**src/rtl/fetch_pc_unit_pkg.sv**
```systemverilog
// Shared definitions for the fetch PC unit: opcode constants, fetch state,
// NOP word and small address helpers.
package fetch_pc_unit_pkg;

   localparam logic [5:0]  OP_HALT    = 6'b111111;
   localparam logic [5:0]  OP_SPECIAL = 6'b000000;
   localparam logic [5:0]  OP_J       = 6'b000010;
   localparam logic [5:0]  OP_JAL     = 6'b000011;
   localparam logic [5:0]  OP_BEQ     = 6'b000100;
   localparam logic [5:0]  OP_BNE     = 6'b000101;
   localparam logic [5:0]  FUNCT_JR   = 6'b001000;

   localparam logic [31:0] NOP_WORD   = 32'h0000_0000;

   typedef enum logic [0:0] {
      RUN    = 1'b0,
      HALTED = 1'b1
   } fetch_state_e;

   function automatic logic [31:0] br_offset(input logic [15:0] imm);
      return {{14{imm[15]}}, imm, 2'b00};
   endfunction

   function automatic logic [31:0] word_align(input logic [31:0] addr);
      return {addr[31:2], 2'b00};
   endfunction

endpackage

```
**src/rtl/fetch_pc_unit_next_pc_sel.sv**
```systemverilog
// Next-PC selection: prioritised redirect mux (jr > jump > branch > sequential),
// wrap into the instruction memory and misaligned-target detection.
module next_pc_sel
   import fetch_pc_unit_pkg::*;
#(
   parameter int MEM_BYTES = 128
) (
   input  logic [31:0] pc4,
   input  logic [31:0] ifid_pc4,
   input  logic        jr,
   input  logic [31:0] jr_target,
   input  logic        jump,
   input  logic [25:0] jaddr,
   input  logic        br_taken,
   input  logic [15:0] br_imm,
   output logic [31:0] target,
   output logic        redirect,
   output logic        misalign
);

   localparam logic [31:0] ADDR_MASK = 32'(MEM_BYTES - 1);

   logic [31:0] raw_s;
   logic [31:0] masked_s;

   // Pick the raw target by redirect priority.
   always_comb begin
      raw_s    = pc4;
      redirect = 1'b0;
      if (jr) begin
         raw_s    = jr_target;
         redirect = 1'b1;
      end else if (jump) begin
         raw_s    = {ifid_pc4[31:28], jaddr, 2'b00};
         redirect = 1'b1;
      end else if (br_taken) begin
         raw_s    = ifid_pc4 + br_offset(br_imm);
         redirect = 1'b1;
      end else begin
         raw_s    = pc4;
         redirect = 1'b0;
      end
   end

   // Wrap into memory; redirect targets are forced onto a word boundary.
   always_comb begin
      masked_s = raw_s & ADDR_MASK;
      misalign = 1'b0;
      target   = masked_s;
      if (redirect) begin
         misalign = (raw_s[1:0] != 2'b00);
         target   = word_align(masked_s);
      end else begin
         misalign = 1'b0;
         target   = masked_s;
      end
   end

endmodule

```
**src/rtl/fetch_pc_unit.sv**
```systemverilog
// Fetch front stage: owns the PC, drives instruction memory and captures the
// returned word into the IF/ID register; handles stall, flush, halt and trap.
module fetch_pc_unit
   import fetch_pc_unit_pkg::*;
#(
   parameter logic [31:0] RESET_PC  = 32'h0000_0000,
   parameter int          MEM_BYTES = 128,
   parameter logic [5:0]  HALT_OP   = OP_HALT
) (
   input  logic        clk,
   input  logic        rst,
   input  logic        stall_i,
   input  logic        br_taken_i,
   input  logic [15:0] br_imm_i,
   input  logic        jump_i,
   input  logic [25:0] jaddr_i,
   input  logic        jr_i,
   input  logic [31:0] jr_target_i,
   input  logic [31:0] inst_i,
   output logic [31:0] pc_o,
   output logic [31:0] ifid_inst_o,
   output logic [31:0] ifid_pc4_o,
   output logic        ifid_valid_o,
   output logic        halted_o,
   output logic        misalign_o
);

   fetch_state_e state_r, state_s;
   logic [31:0]  pc_r, pc_s;
   logic [31:0]  ifid_inst_r, ifid_inst_s;
   logic [31:0]  ifid_pc4_r, ifid_pc4_s;
   logic         ifid_valid_r, ifid_valid_s;
   logic         misalign_r, misalign_s;

   logic [31:0]  pc4_s;
   logic [31:0]  target_s;
   logic         redirect_s;
   logic         sel_misalign_s;

   assign pc4_s = pc_r + 32'd4;

   next_pc_sel #(
      .MEM_BYTES (MEM_BYTES)
   ) u_next_pc_sel (
      .pc4       (pc4_s),
      .ifid_pc4  (ifid_pc4_r),
      .jr        (jr_i),
      .jr_target (jr_target_i),
      .jump      (jump_i),
      .jaddr     (jaddr_i),
      .br_taken  (br_taken_i),
      .br_imm    (br_imm_i),
      .target    (target_s),
      .redirect  (redirect_s),
      .misalign  (sel_misalign_s)
   );

   // Next-state and next-register values; stall beats redirect beats halt.
   always_comb begin
      state_s      = state_r;
      pc_s         = pc_r;
      ifid_inst_s  = ifid_inst_r;
      ifid_pc4_s   = ifid_pc4_r;
      ifid_valid_s = ifid_valid_r;
      misalign_s   = misalign_r;
      case (state_r)
         RUN: begin
            if (stall_i) begin
               pc_s = pc_r;
            end else if (redirect_s) begin
               // The word fetched this cycle is wrong-path: flush it.
               pc_s         = target_s;
               ifid_inst_s  = NOP_WORD;
               ifid_pc4_s   = 32'h0000_0000;
               ifid_valid_s = 1'b0;
               misalign_s   = misalign_r | sel_misalign_s;
            end else begin
               ifid_inst_s  = inst_i;
               ifid_pc4_s   = pc4_s;
               ifid_valid_s = 1'b1;
               if (inst_i[31:26] == HALT_OP) begin
                  pc_s    = pc_r;
                  state_s = HALTED;
               end else begin
                  pc_s    = target_s;
                  state_s = RUN;
               end
            end
         end
         HALTED: begin
            ifid_inst_s  = NOP_WORD;
            ifid_valid_s = 1'b0;
         end
         default: begin
            state_s = RUN;
         end
      endcase
   end

   // State and datapath registers.
   always_ff @(posedge clk or posedge rst) begin
      if (rst) begin
         state_r      <= RUN;
         pc_r         <= RESET_PC;
         ifid_inst_r  <= NOP_WORD;
         ifid_pc4_r   <= 32'h0000_0000;
         ifid_valid_r <= 1'b0;
         misalign_r   <= 1'b0;
      end else begin
         state_r      <= state_s;
         pc_r         <= pc_s;
         ifid_inst_r  <= ifid_inst_s;
         ifid_pc4_r   <= ifid_pc4_s;
         ifid_valid_r <= ifid_valid_s;
         misalign_r   <= misalign_s;
      end
   end

   assign pc_o         = pc_r;
   assign ifid_inst_o  = ifid_inst_r;
   assign ifid_pc4_o   = ifid_pc4_r;
   assign ifid_valid_o = ifid_valid_r;
   assign halted_o     = (state_r == HALTED);
   assign misalign_o   = misalign_r;

endmodule

```
**config.mk**
```make
export PLATFORM = sky130hd
export DESIGN_NAME = fetch_pc_unit
export DESIGN_NICKNAME = d
export VERILOG_FILES = /design/src/rtl/fetch_pc_unit_pkg.sv /design/src/rtl/fetch_pc_unit_next_pc_sel.sv /design/src/rtl/fetch_pc_unit.sv
export SDC_FILE = /design/constraint.sdc
export NUM_CORES = 1
export LEC_CHECK = 0
export CAP_MARGIN = 30
export CORE_ASPECT_RATIO = 0.7
export CORE_MARGIN = 3
export CORE_UTILIZATION = 36
export DETAILED_ROUTE_END_ITERATION = 6
export PLACE_DENSITY_LB_ADDON = 0.05
export SYNTH_ARGS = -nofsm -noshare
export SYNTH_HDL_FRONTEND = slang
export SYNTH_SLANG_ARGS = --single-unit
```
**constraint.sdc**
```tcl
create_clock -name clk -period 3 [get_ports clk]
set_input_delay 0.6 -clock clk [delete_from_list [all_inputs] [get_ports clk]]
set_output_delay 0.6 -clock clk [all_outputs]
set_load 0.02 [all_outputs]
```
# [Yosys cells after proc, flatten, opt, wreduce, memory -nomap -nowiden]
# Index checks and enable logic that the tools add are counted.
[totals] register_bits=99 out_inout_bits=99 elab_cells=39
[op_classes] n_addsub=2 eq_ne=3 mux=21 bitwise=3 reduce_logical=4
[ops] cell="32-bit two-way mux" count=5
[ops] cell="32-bit case mux with 2 select lines" count=1
[ops] cell="32-bit by 3-bit adder with 32-bit output, second input constant" count=1
[ops] cell="7-bit two-way mux" count=3
[ops] cell="1-bit two-way mux" count=10
[ops] cell="7-bit adder" count=1
[ops] cell="6-bit equality test, second input constant" count=1
[ops] cell="3-bit AND reduction" count=2
[ops] cell="2-bit != test, second input constant" count=2
[ops] cell="2-bit two-way mux" count=1
[ops] cell="1-bit inverter" count=2
[ops] cell="1-bit case mux with 2 select lines" count=1
[ops] cell="2-bit AND reduction" count=1
[ops] cell="2-bit nonzero test" count=1
[ops] cell="1-bit OR" count=1

# [Depth between registers and ports, before layout]
# Gate-level depths: netlist of run 1.
[logic_depth] word_depth=7 ltp_mapped=7

# [Hierarchy]
# A second synthesis of run 1 with hierarchy kept.
[hier_totals] hier_cells=478 hier_area_um2=5107.4
[modules_own_cells] module="fetch_pc_unit" instances=1 cells_per_inst=395 area_per_inst_um2=4551.9 seq_area_each_um2=2477.4
[modules_own_cells] module="next_pc_sel" instances=1 cells_per_inst=83 area_per_inst_um2=555.5 seq_area_each_um2=0.0

# [Least setup slack after synthesis of run 1]
# OpenSTA, ideal clock, no wires.
[synth_path] path_kind="input-to-reg" startpoint="in br_imm_i[0]" endpoint="reg pc_r[3] (netlist: pc_o[3])" arrival_time_ns=1.850 setup_slack_ns=1.068 stages=7 path_cell_list="ha_1 -> inv_1 -> fa_1 -> and2_0 -> o311ai_0 -> o21ai_0 -> o21ai_0"
[synth_via] elab_chain_cells=6
[synth_rtl] element="start: declaration" line="fetch_pc_unit.sv:14" rtl="input logic [15:0] br_imm_i,"
[synth_rtl] element="7-bit adder (*)" line="fetch_pc_unit_next_pc_sel.sv:37" rtl="raw_s = ifid_pc4 + br_offset(br_imm);"
[synth_rtl] element="7-bit two-way mux (*)" line="fetch_pc_unit_next_pc_sel.sv:36" rtl="end else if (br_taken) begin"
[synth_rtl] element="7-bit two-way mux (*)" line="fetch_pc_unit_next_pc_sel.sv:33" rtl="end else if (jump) begin"
[synth_rtl] element="7-bit two-way mux (*)" line="fetch_pc_unit_next_pc_sel.sv:30" rtl="if (jr) begin"
[synth_rtl] element="32-bit two-way mux" line="fetch_pc_unit.sv:81" rtl="if (inst_i[31:26] == HALT_OP) begin"
[synth_rtl] element="32-bit two-way mux (*)" line="fetch_pc_unit.sv:70" rtl="end else if (redirect_s) begin"
[synth_rtl] element="end signal: assignment" line="fetch_pc_unit.sv:111" rtl="pc_r <= pc_s;"
[synth_rtl] element="end: declaration" line="fetch_pc_unit.sv:29" rtl="logic [31:0] pc_r, pc_s;"
# Mark *: on every way between the ends. The rest lies on a longest branch, timed or not. The select of a mux whose other input is x is not followed.
# A chain may end at the register's enable or synchronous reset.

# [Final worst setup path of run 1]
# Same ends and word-level chain as after synthesis.

==> results_dict.tcl, run 1 <==
set metrics [dict create \
    status "complete, no violations" \
    cts_root_buffer "clkbuf_8" \
    seqCellArea_sq_mm 0.00125 \
    clock-sinks 50 \
    drv_cap 0 \
    synth_xor_area_share_pct 1.65 \
    synth_compound_area_share_pct 19.2 \
    yosys.cell_types.count 42 \
    htree_levels 2 \
    cts_buffers 5 \
    viasPerCell 4.63 \
    multiInputGateArea_sq_mm 0.00111 \
    diodes 0 \
    antenna_found_initial 0 \
    drc 0 \
    grt_pass1_wl_microns 10500 \
    max_freq_mhz 427 \
    cts_setup_buffers 0 \
    hold_class "reg -> reg" \
    synthCells 249 \
    clkPwrFrac_pct 29.8 \
    syn-cell-area_sq_mm 0.00265 \
    holdBufCountCts 0 \
    cp_common_cell "o21ai_0" \
    final_cell_mix "clkdlybuf4s50_1 (104), dfrtp_1 (50), conb_1 (49)" \
    die-area_sq_mm 0.00845 \
    dpl_cell_area_sq_mm 0.00359 \
    synth-edff-count 0 \
    critPathMaxFanout 2 \
    p_sw_w 0.000448 \
    combPwrFrac_pct 23.5 \
    grt_pass1_vias 1968 \
    gp_congestion 0.825 \
    leakage_nw 1.68 \
    clock_latency_ns 0.29 \
    drtIter0Drc 86 \
    die_h_microns 77.8 \
    final.period_utilization_pct 78.0 \
    clk_pin_slew_ns 0.09 \
    max_stage_delay_ns 0.46 \
    critPathSlowestCell "clkdlybuf4s50_1" \
    wl_microns 6700 \
    max-slew-margin-rel_pct 54.8 \
    pwr-share-seq_pct 46.8 \
    ys_seq_area_share_pct 47.2 \
    rsz0062_at_grt "no" \
    n_fill_cell 639 \
    synth_top_family_by_area "compound AO/OA/AOI/OAI gates" \
    synth_top_flop_cell "dfrtp_1" \
    tightest_slew_ns 0.676 \
    arrival_ns 2.56 \
    design_area_sq_mm 0.00370 \
    crit_required_ns 3.22 \
    synthAdderAreaFrac_pct 3.11 \
    drive_gt1_share_pct 5.65 \
    ctsLongestPathBuffers 2 \
    tns_ns 0 \
    powerDensity_mw_per_mm2 421 \
    first_pass_iters 4 \
    die_w_microns 109 \
    final.min_clock_period_ns 2.34 \
    synth_seq_cells 50 \
    switching_share_pct 28.7 \
    peakVddDrop_mv 0.189 \
    fin_skew_ns 0.00536 \
    synthArstFlopShare_pct 100 \
    synth_mux_area_share_pct 0.755 \
    critPathKind "in -> reg" \
    grt_usage_pct 16.0 \
    rows 25 \
    slew_viol_final 0 \
    post_drt_wl_per_cell_microns 15.0 \
    path_cells "clkdlybuf4s50_1, ha_1, inv_1, fa_1, and2_0, o311ai_0, o21ai_0, o21ai_0" \
    num_vias 2073 \
    worstSetupStartpointType "input port" \
    coreArea_sq_mm 0.00694 \
    synthSimpleGateAreaFrac_pct 10.1 \
    area_growth_syn_to_layout_pct 39.6 \
    cts_resized 0 \
    setup_viol_count_final 0 \
    hold_viol_final 0 \
    layout_commonest_cell "clkdlybuf4s50_1" \
    power.internal_w 0.00111 \
    grt_remaining_overflow 0 \
    ios 211 \
    initial_core_util_pct 38.2 \
    ant_nets 0 \
    synth_warnings 0 \
    avgSynthCellArea_sq_um 10.6 \
    tritoncts "done" \
    dpl.hpwl_microns 5150 \
    numPortBuffers 104 \
    final_net_count 471 \
    end_kind "flip-flop" \
    grt_start_max_net_pins 34 \
]
## logic make-up after synthesis
| kind of cell | after synthesis |
|---|---|
| buf+inv | 69 |
| compound gates | 68 |
| flops | 50 |
| simple gates | 48 |
| fa+ha+maj | 6 |
| xor+xnor | 5 |
| mux | 2 |
| other cells | 1 |
## through the flow
step / instances / setup slack (ns) / hold WS [ns] / utilization (%) / total power, W
2_1_floorplan: 297 / 1.07 / 0.565 / - / 0.000986
3_3_place_gp: 440 / 0.393 / 0.460 / 51.7 / 0.00111
3_5_place_dp: 440 / 0.351 / 0.469 / 51.7 / 0.00111
4_1_cts: 448 / 0.642 / 0.491 / 53.3 / 0.00158
5_1_grt: 448 / 0.472 / 0.522 / 53.3 / 0.00164
6_report: 448 / 0.660 / 0.486 / 53.3 / 0.00156
## metal layers
metal	vias to the layer above	share of wire (%)	wire length, microns	GRT usage (%)
met1	980	50	3360	24.7
li1	995	-	-	-
met4	0	0.28	19	2.65
met2	96	42	2780	22.5
met5	-	0	0	0
met3	2	7.9	532	4.07
## synthesized netlist by cell type (3+ instances only)
cell type | instances | area share (%)
buf_6 | 4 | 1.7
nand3_1 | 6 | 1.1
o21ai_0 | 8 | 1.5
a21oi_1 | 12 | 2.3
a22o_1 | 32 | 11
xor2_1 | 3 | 0.99
ha_1 | 5 | 2.4
o31ai_1 | 4 | 1.1
nor2b_1 | 3 | 0.71
nand2_1 | 14 | 2.0
dfrtp_1 | 50 | 47
inv_1 | 8 | 1.1
nor2_1 | 8 | 1.1
clkbuf_1 | 7 | 0.99
buf_4 | 49 | 14
## registers in the layout, indices dropped and copies added, names as in the netlist
register,count
misalign_o,1
halted_o,1
pc_o,7
ifid_inst_o,32
ifid_valid_o,1
ifid_pc4_o,8
## final cells by class
type                    count  share of cell area, %
flip-flops and latches     50                   33.8
repair buffers            110                   29.3
well taps                  94                   3.18
inverters                   8                  0.811
clock buffers               5                   1.86
multi-input cells         178                   29.9
clock inverters             3                   1.08
## worst max-delay path: cells and delay by family
kind | cells | cell delay [ns]
buf+inv | 2 | 0.53
simple gates | 1 | 0.18
fa+ha+maj | 2 | 0.67
compound gates | 3 | 0.57
## final timing paths
path / endpoint / startpoint / cells past startpoint / slack, ns
worst min register to register: ifid_valid_o$_DFFE_PP0P_ / ifid_valid_o$_DFFE_PP0P_ / 1 / 0.49
max in group asynchronous: ifid_inst_o[28]$_DFFE_PP0P_ / rst / 3 / 1.77
worst min-delay path: ifid_valid_o$_DFFE_PP0P_ / ifid_valid_o$_DFFE_PP0P_ / 1 / 0.49
worst max-delay path: pc_o[3]$_DFFE_PP0P_ / br_imm_i[0] / 8 / 0.66
worst max register to register: pc_o[3]$_DFFE_PP0P_ / ifid_pc4_o[2]$_DFFE_PP0P_ / 7 / 1.00
min in group asynchronous: ifid_inst_o[2]$_DFFE_PP0P_ / rst / 2 / 0.61
## power by group through the flow
stage	Clock (W)	Combinational [W]	Sequential [W]
4_1_cts	0.000480	0.000368	0.000730
5_1_grt	0.000512	0.000398	0.000734
2_1_floorplan	0	0.000210	0.000775
3_3_place_gp	0	0.000365	0.000742
3_5_place_dp	0	0.000366	0.000743
6_report	0.000464	0.000366	0.000730
Power figures use the tool's default switching activity.
==> inputs of run 2 (changes only) <==
--- a/config.mk
+++ b/config.mk
@@ -8,7 +8,7 @@
 export CAP_MARGIN = 30
 export CORE_ASPECT_RATIO = 0.7
 export CORE_MARGIN = 3
-export CORE_UTILIZATION = 36
+export CORE_UTILIZATION = 30
 export DETAILED_ROUTE_END_ITERATION = 6
 export PLACE_DENSITY_LB_ADDON = 0.05
 export SYNTH_ARGS = -nofsm -noshare
==> constraint.sdc (replaced) <==
create_clock -name clk -period 1.9 [get_ports clk]
set_input_delay 0.38 -clock clk [delete_from_list [all_inputs] [get_ports clk]]
set_output_delay 0.38 -clock clk [all_outputs]
set_load 0.02 [all_outputs]
==> run 2 against run 1 <==
  * Cell count up 10%
  * Worst setup slack worse by 0.56 ns
  * Utilization down 6.2 points
  * Sequential power up 58%
  * Sequential share of layout area down 2.6 points
  * Flip-flop and latch count unchanged
==> results_dict.tcl, run 2 (synthesis gave the netlist of run 1 again) <==
set metrics [dict create \
    status "complete, no violations" \
    critPathLaunch "br_imm_i[1]" \
    die_w_microns 118 \
    final.period_utilization_pct 95.0 \
    stdcell_count 493 \
    grt_pass1_wl_microns 11100 \
    hold_viol_final 0 \
    drv_cap 0 \
    die_h_microns 84.7 \
    wl_microns 7110 \
    grt_start_max_net_pins 33 \
    num_vias 2151 \
    ios 211 \
    n_fill_cell 854 \
    tritoncts "done" \
    hold_class "in -> async" \
    htree_levels 2 \
    critPathMaxFanout 2 \
    dpl_worst_slack_ns -0.386 \
    setup_slack_ns 0.0956 \
    leakage_nw 1.83 \
    r2r-start "ifid_pc4_o[2]$_DFFE_PP0P_" \
    multiInputGateArea_sq_mm 0.00113 \
    clock-sinks 50 \
    initial_core_util_pct 31.1 \
    cts_root_buffer "clkbuf_16" \
    grt_usage_pct 13.8 \
    worstSetupStartpointType "input port" \
    drc 0 \
    grt_pass1_vias 2086 \
    dpl_cell_area_sq_mm 0.00383 \
    fin_skew_ns 0.00503 \
    rows 28 \
    hold-worst-slack_ns 0.430 \
    setup_viol_count_final 0 \
    end_kind "flip-flop" \
    final_cell_mix "clkdlybuf4s50_1 (103), dfrtp_1 (50), conb_1 (49)" \
    dpl.hpwl_microns 5560 \
    antenna_found_initial 0 \
    seqCellArea_sq_mm 0.00125 \
    place_inst 485 \
    cts_buffers 5 \
    clock_latency_ns 0.29 \
    die-area_sq_mm 0.0100 \
    powerDensity_mw_per_mm2 662 \
    final_net_count 491 \
    diodes 0 \
    first_pass_iters 4 \
    peakVddDrop_mv 0.337 \
    post_drt_wl_per_cell_microns 14.4 \
    drive_gt1_share_pct 12.3 \
    area_growth_syn_to_layout_pct 51.2 \
    ctsLongestPathBuffers 2 \
    layout_commonest_cell "clkdlybuf4s50_1" \
    gp_congestion 0.810 \
    numPortBuffers 104 \
    viasPerCell 4.36 \
    grt_remaining_overflow 0 \
    clk_pin_slew_ns 0.07 \
    drtIter0Drc 58 \
    arrival_ns 2.02 \
    critPathKind "in -> reg" \
    design_area_sq_mm 0.00401 \
    slew_viol_final 0 \
    largest_register_ffs 32 \
    crit_required_ns 2.11 \
    max_freq_mhz 554 \
    ant_nets 0 \
    final.min_clock_period_ns 1.80 \
    coreArea_sq_mm 0.00851 \
]
-- run 2: changes by cell type in the layout (fill, tap and decap cells not counted), moves of 2 or more --
cell / before / now
o21ai_1: 0 / 3
buf_12: 0 / 5
o21ai_0: 8 / 5
clkbuf_16: 0 / 5
clkbuf_8: 5 / 0
clkinvlp_4: 0 / 2
clkinv_2: 2 / 0
buf_4: 6 / 21
-- run 2: worst paths after layout --
path                                                     to  slack [ns]  depth (start not counted)
max in group asynchronous       ifid_inst_o[24]$_DFFE_PP0P_        0.97                          3
worst min register to register       misalign_o$_DFFE_PP0P_        0.48                          1
worst min-delay path            ifid_inst_o[31]$_DFFE_PP0P_        0.43                          2
min in group clk                     misalign_o$_DFFE_PP0P_        0.48                          1
worst max register to register          pc_o[3]$_DFFE_PP0P_        0.13                          7
worst max-delay path                    pc_o[3]$_DFFE_PP0P_         0.1                          7
-- run 2: repair_timing --
item,in CTS,in global routing
setup buffers,2,0
pin swaps,3,3
setup endpoints to repair,2,3
hold buffers,0,0
resized for setup,7,5
-- run 2: routing by layer --
| metal | wire (microns) | vias to the layer above | GRT usage, % |
|---|---|---|---|
| li1 | - | 1034 | - |
| met1 | 3600 | 1010 | 21.4 |
| met2 | 2950 | 102 | 19.3 |
| met3 | 491 | 5 | 2.63 |
| met4 | 68 | 0 | 4.15 |
| met5 | 0 | - | 0 |
-- run 2: through the flow --
step                      util, %  setup TNS (ns)  power [W]
final                        47.1               0    0.00265
after global routing         47.1         -0.0170    0.00278
after CTS                    47.0         -0.0255    0.00268
after detailed placement     45.0           -2.48    0.00179
after global placement       45.0           -2.06    0.00179
after floorplan                 -               0    0.00156
-- run 2: critical path, cell delays in order --
cell and delay, ns:
clkdlybuf4s50_1 0.49, inv_2 0.06, fa_2 0.45, and2_4 0.17, o311ai_2 0.24, o21ai_1 0.09
o21ai_1 0.13
-- run 2: final cells by class --
cell class / instances / area share, %
Inverter: 8 / 0.749
Multi-Input combinational cell: 178 / 28.3
Sequential cell: 50 / 31.2
Clock inverter: 2 / 0.375
Timing Repair Buffer: 130 / 32.5
Clock buffer: 5 / 3.12
Tap cell: 120 / 3.75
-- run 2: report_power, final --
group          leakage [nW]  total (W)  internal, W  switching [W]
Sequential            0.672    0.00115      0.00111      0.0000426
Combinational          1.09   0.000622     0.000292       0.000330
Clock                0.0619   0.000880     0.000481       0.000399
==> inputs of run 3 (changes only) <==
--- a/config.mk
+++ b/config.mk
@@ -8,7 +8,8 @@
 export CAP_MARGIN = 30
 export CORE_ASPECT_RATIO = 0.7
 export CORE_MARGIN = 3
-export CORE_UTILIZATION = 30
+export CORE_UTILIZATION = 31
+export CTS_BUF_LIST = sky130_fd_sc_hd__clkbuf_8
 export DETAILED_ROUTE_END_ITERATION = 6
 export PLACE_DENSITY_LB_ADDON = 0.05
 export SYNTH_ARGS = -nofsm -noshare
==> run 3 against run 2 <==
  * First-iteration DRC count up 130%
  * Clock-buffer cell count unchanged
  * Hold slack better by 0.0082 ns
  * Sequential share of layout area up 0.80 points
  * Non-clock buffer count down 2
  * Critical path depth unchanged
  * Global-route usage up 0.85 points
  * Cell count down 4.1%
  * Clock power down 16%
  * Maximum frequency down 0.73%
  * Sequential power about the same
  * Worst setup slack worse by 0.013 ns
  * Critical path type unchanged
  * Critical endpoint is now pc_o[6]$_DFFE_PP0P_
  * Largest cell class unchanged
==> results_dict.tcl, run 3 (synthesis gave the netlist of run 1 again) <==
set metrics [dict create \
    grt_pass1_wl_microns 11300 \
    crit_required_ns 2.08 \
    slew_viol_final 0 \
    worstReg2RegEnd "pc_o[3]$_DFFE_PP0P_" \
    die_w_microns 117 \
    rows 27 \
    layout_commonest_cell "clkdlybuf4s50_1" \
    worstSetupStartpointType "input port" \
    leakage_nw 1.79 \
    die_h_microns 83.4 \
    status "complete, no violations" \
    ant_nets 0 \
    holdBufCountCts 0 \
    clock_latency_ns 0.30 \
    final.min_clock_period_ns 1.82 \
    first_pass_iters 4 \
    critPathKind "in -> reg" \
    seqCellArea_sq_mm 0.00125 \
    grt_usage_pct 14.7 \
    reg2reg_depth 7 \
    fin_skew_ns 0.00562 \
    dpl.hpwl_microns 5620 \
    grt_pass1_vias 2118 \
    antenna_found_initial 0 \
    num_vias 2184 \
    coreArea_sq_mm 0.00807 \
    gp_congestion 0.843 \
    peakVddDrop_mv 0.242 \
    tritoncts "done" \
    r2r-start "ifid_pc4_o[2]$_DFFE_PP0P_" \
    critPathSlowestCell "clkdlybuf4s50_1" \
    diodes 0 \
    hold-worst-slack_ns 0.438 \
    final.period_utilization_pct 95.7 \
    wl_microns 7250 \
    cts_root_buffer "clkbuf_8" \
    htree_levels 2 \
    rsz0062_at_grt "no" \
    path_cells "clkdlybuf4s50_1, inv_1, fa_2, nand2b_4, a21oi_4, mux2i_1, o31ai_1" \
    grt_start_max_net_pins 51 \
    multiInputGateArea_sq_mm 0.00113 \
    drive_gt1_share_pct 11.3 \
    cts_buffers 5 \
    end_kind "flip-flop" \
    numPortBuffers 104 \
    drtIter0Drc 134 \
    max_freq_mhz 550 \
    clk_pin_slew_ns 0.09 \
    final_net_count 489 \
    ctsLongestPathBuffers 2 \
    max_stage_delay_ns 0.48 \
    powerDensity_mw_per_mm2 643 \
    n_fill_cell 786 \
    hold_class "in -> async" \
    initial_core_util_pct 32.8 \
    clock-sinks 50 \
    drv_cap 0 \
    die-area_sq_mm 0.00972 \
    drc 0 \
    cpLargestDelayFamily "buffers and inverters" \
    worst-path-buf-inv 2 \
    ios 211 \
    final_cell_mix "clkdlybuf4s50_1 (103), dfrtp_1 (50), conb_1 (49)" \
    arrival_ns 1.99 \
    worst-r2r-setup-slack_ns 0.10 \
    area_growth_syn_to_layout_pct 47.4 \
    total_power_w 0.00251 \
    viasPerCell 4.62 \
    setup_viol_count_final 0 \
    grt_remaining_overflow 0 \
    largest_register_ffs 32 \
    hold_viol_final 0 \
    post_drt_wl_per_cell_microns 15.3 \
    critPathMaxFanout 2 \
]
## run 3: through the flow
stage	setup slack (ns)	area [sq um]	utilization, %	setup TNS [ns]	std cells
detailed placement	-0.535	3770	46.8	-2.59	465
global placement	-0.414	3770	46.8	-3.08	465
finish	0.0823	3910	48.4	0	473
global route	0.00910	3910	48.4	0	473
floorplan	0.0892	2830	-	0	297
CTS	0.0392	3910	48.4	0	473
## run 3: worst max-delay path by stage
stage,from,to,slack [ns],cells past startpoint
finish,br_imm_i[1],pc_o[6]$_DFFE_PP0P_,0.08,7
global route,br_imm_i[1],pc_o[6]$_DFFE_PP0P_,0.009,7
CTS,br_imm_i[1],pc_o[3]$_DFFE_PP0P_,0.04,7
detailed placement,br_imm_i[0],pc_o[3]$_DFFE_PP0P_,-0.53,8
global placement,br_imm_i[0],pc_o[6]$_DFFE_PP0P_,-0.41,9
floorplan,ifid_pc4_o[2]$_DFFE_PP0P_,pc_o[3]$_DFFE_PP0P_,0.09,7
## run 3: area by class of cell
class | instances | share of cell area [%]
clock buffer | 5 | 1.76
clock inverter | 3 | 1.06
inverter | 8 | 0.768
multi-input combinational | 178 | 29.0
sequential | 50 | 32.0
tap | 101 | 3.23
timing repair buffer | 128 | 32.2
## run 3: tightest hold or removal path: cells and delay by family
| family | cells | cell delay (ns) |
|---|---|---|
| buffers and inverters | 3 | 0.74 |
## run 3: power by group
part | internal (W) | switching, W | total (W)
Clock | 0.000388 | 0.000353 | 0.000741
Combinational | 0.000286 | 0.000331 | 0.000617
Sequential | 0.00111 | 0.0000447 | 0.00115
Total | 0.00178 | 0.000728 | 0.00251
## run 3: metal layers
| layer | GRT usage (%) | share of wire, % | routed length (microns) |
|---|---|---|---|
| met1 | 22.8 | 48 | 3450 |
| met4 | 2.19 | 0.21 | 15 |
| met2 | 19.6 | 41 | 3010 |
| met5 | 0 | 0 | 0 |
| met3 | 5.46 | 11 | 775 |
## run 3: what timing repair did
item                       4_1_cts  5_1_grt
setup buffers                    1        0
pin swaps                        5        2
cloned                           0        0
gates resized for setup         10        1
setup endpoints to repair        3        2
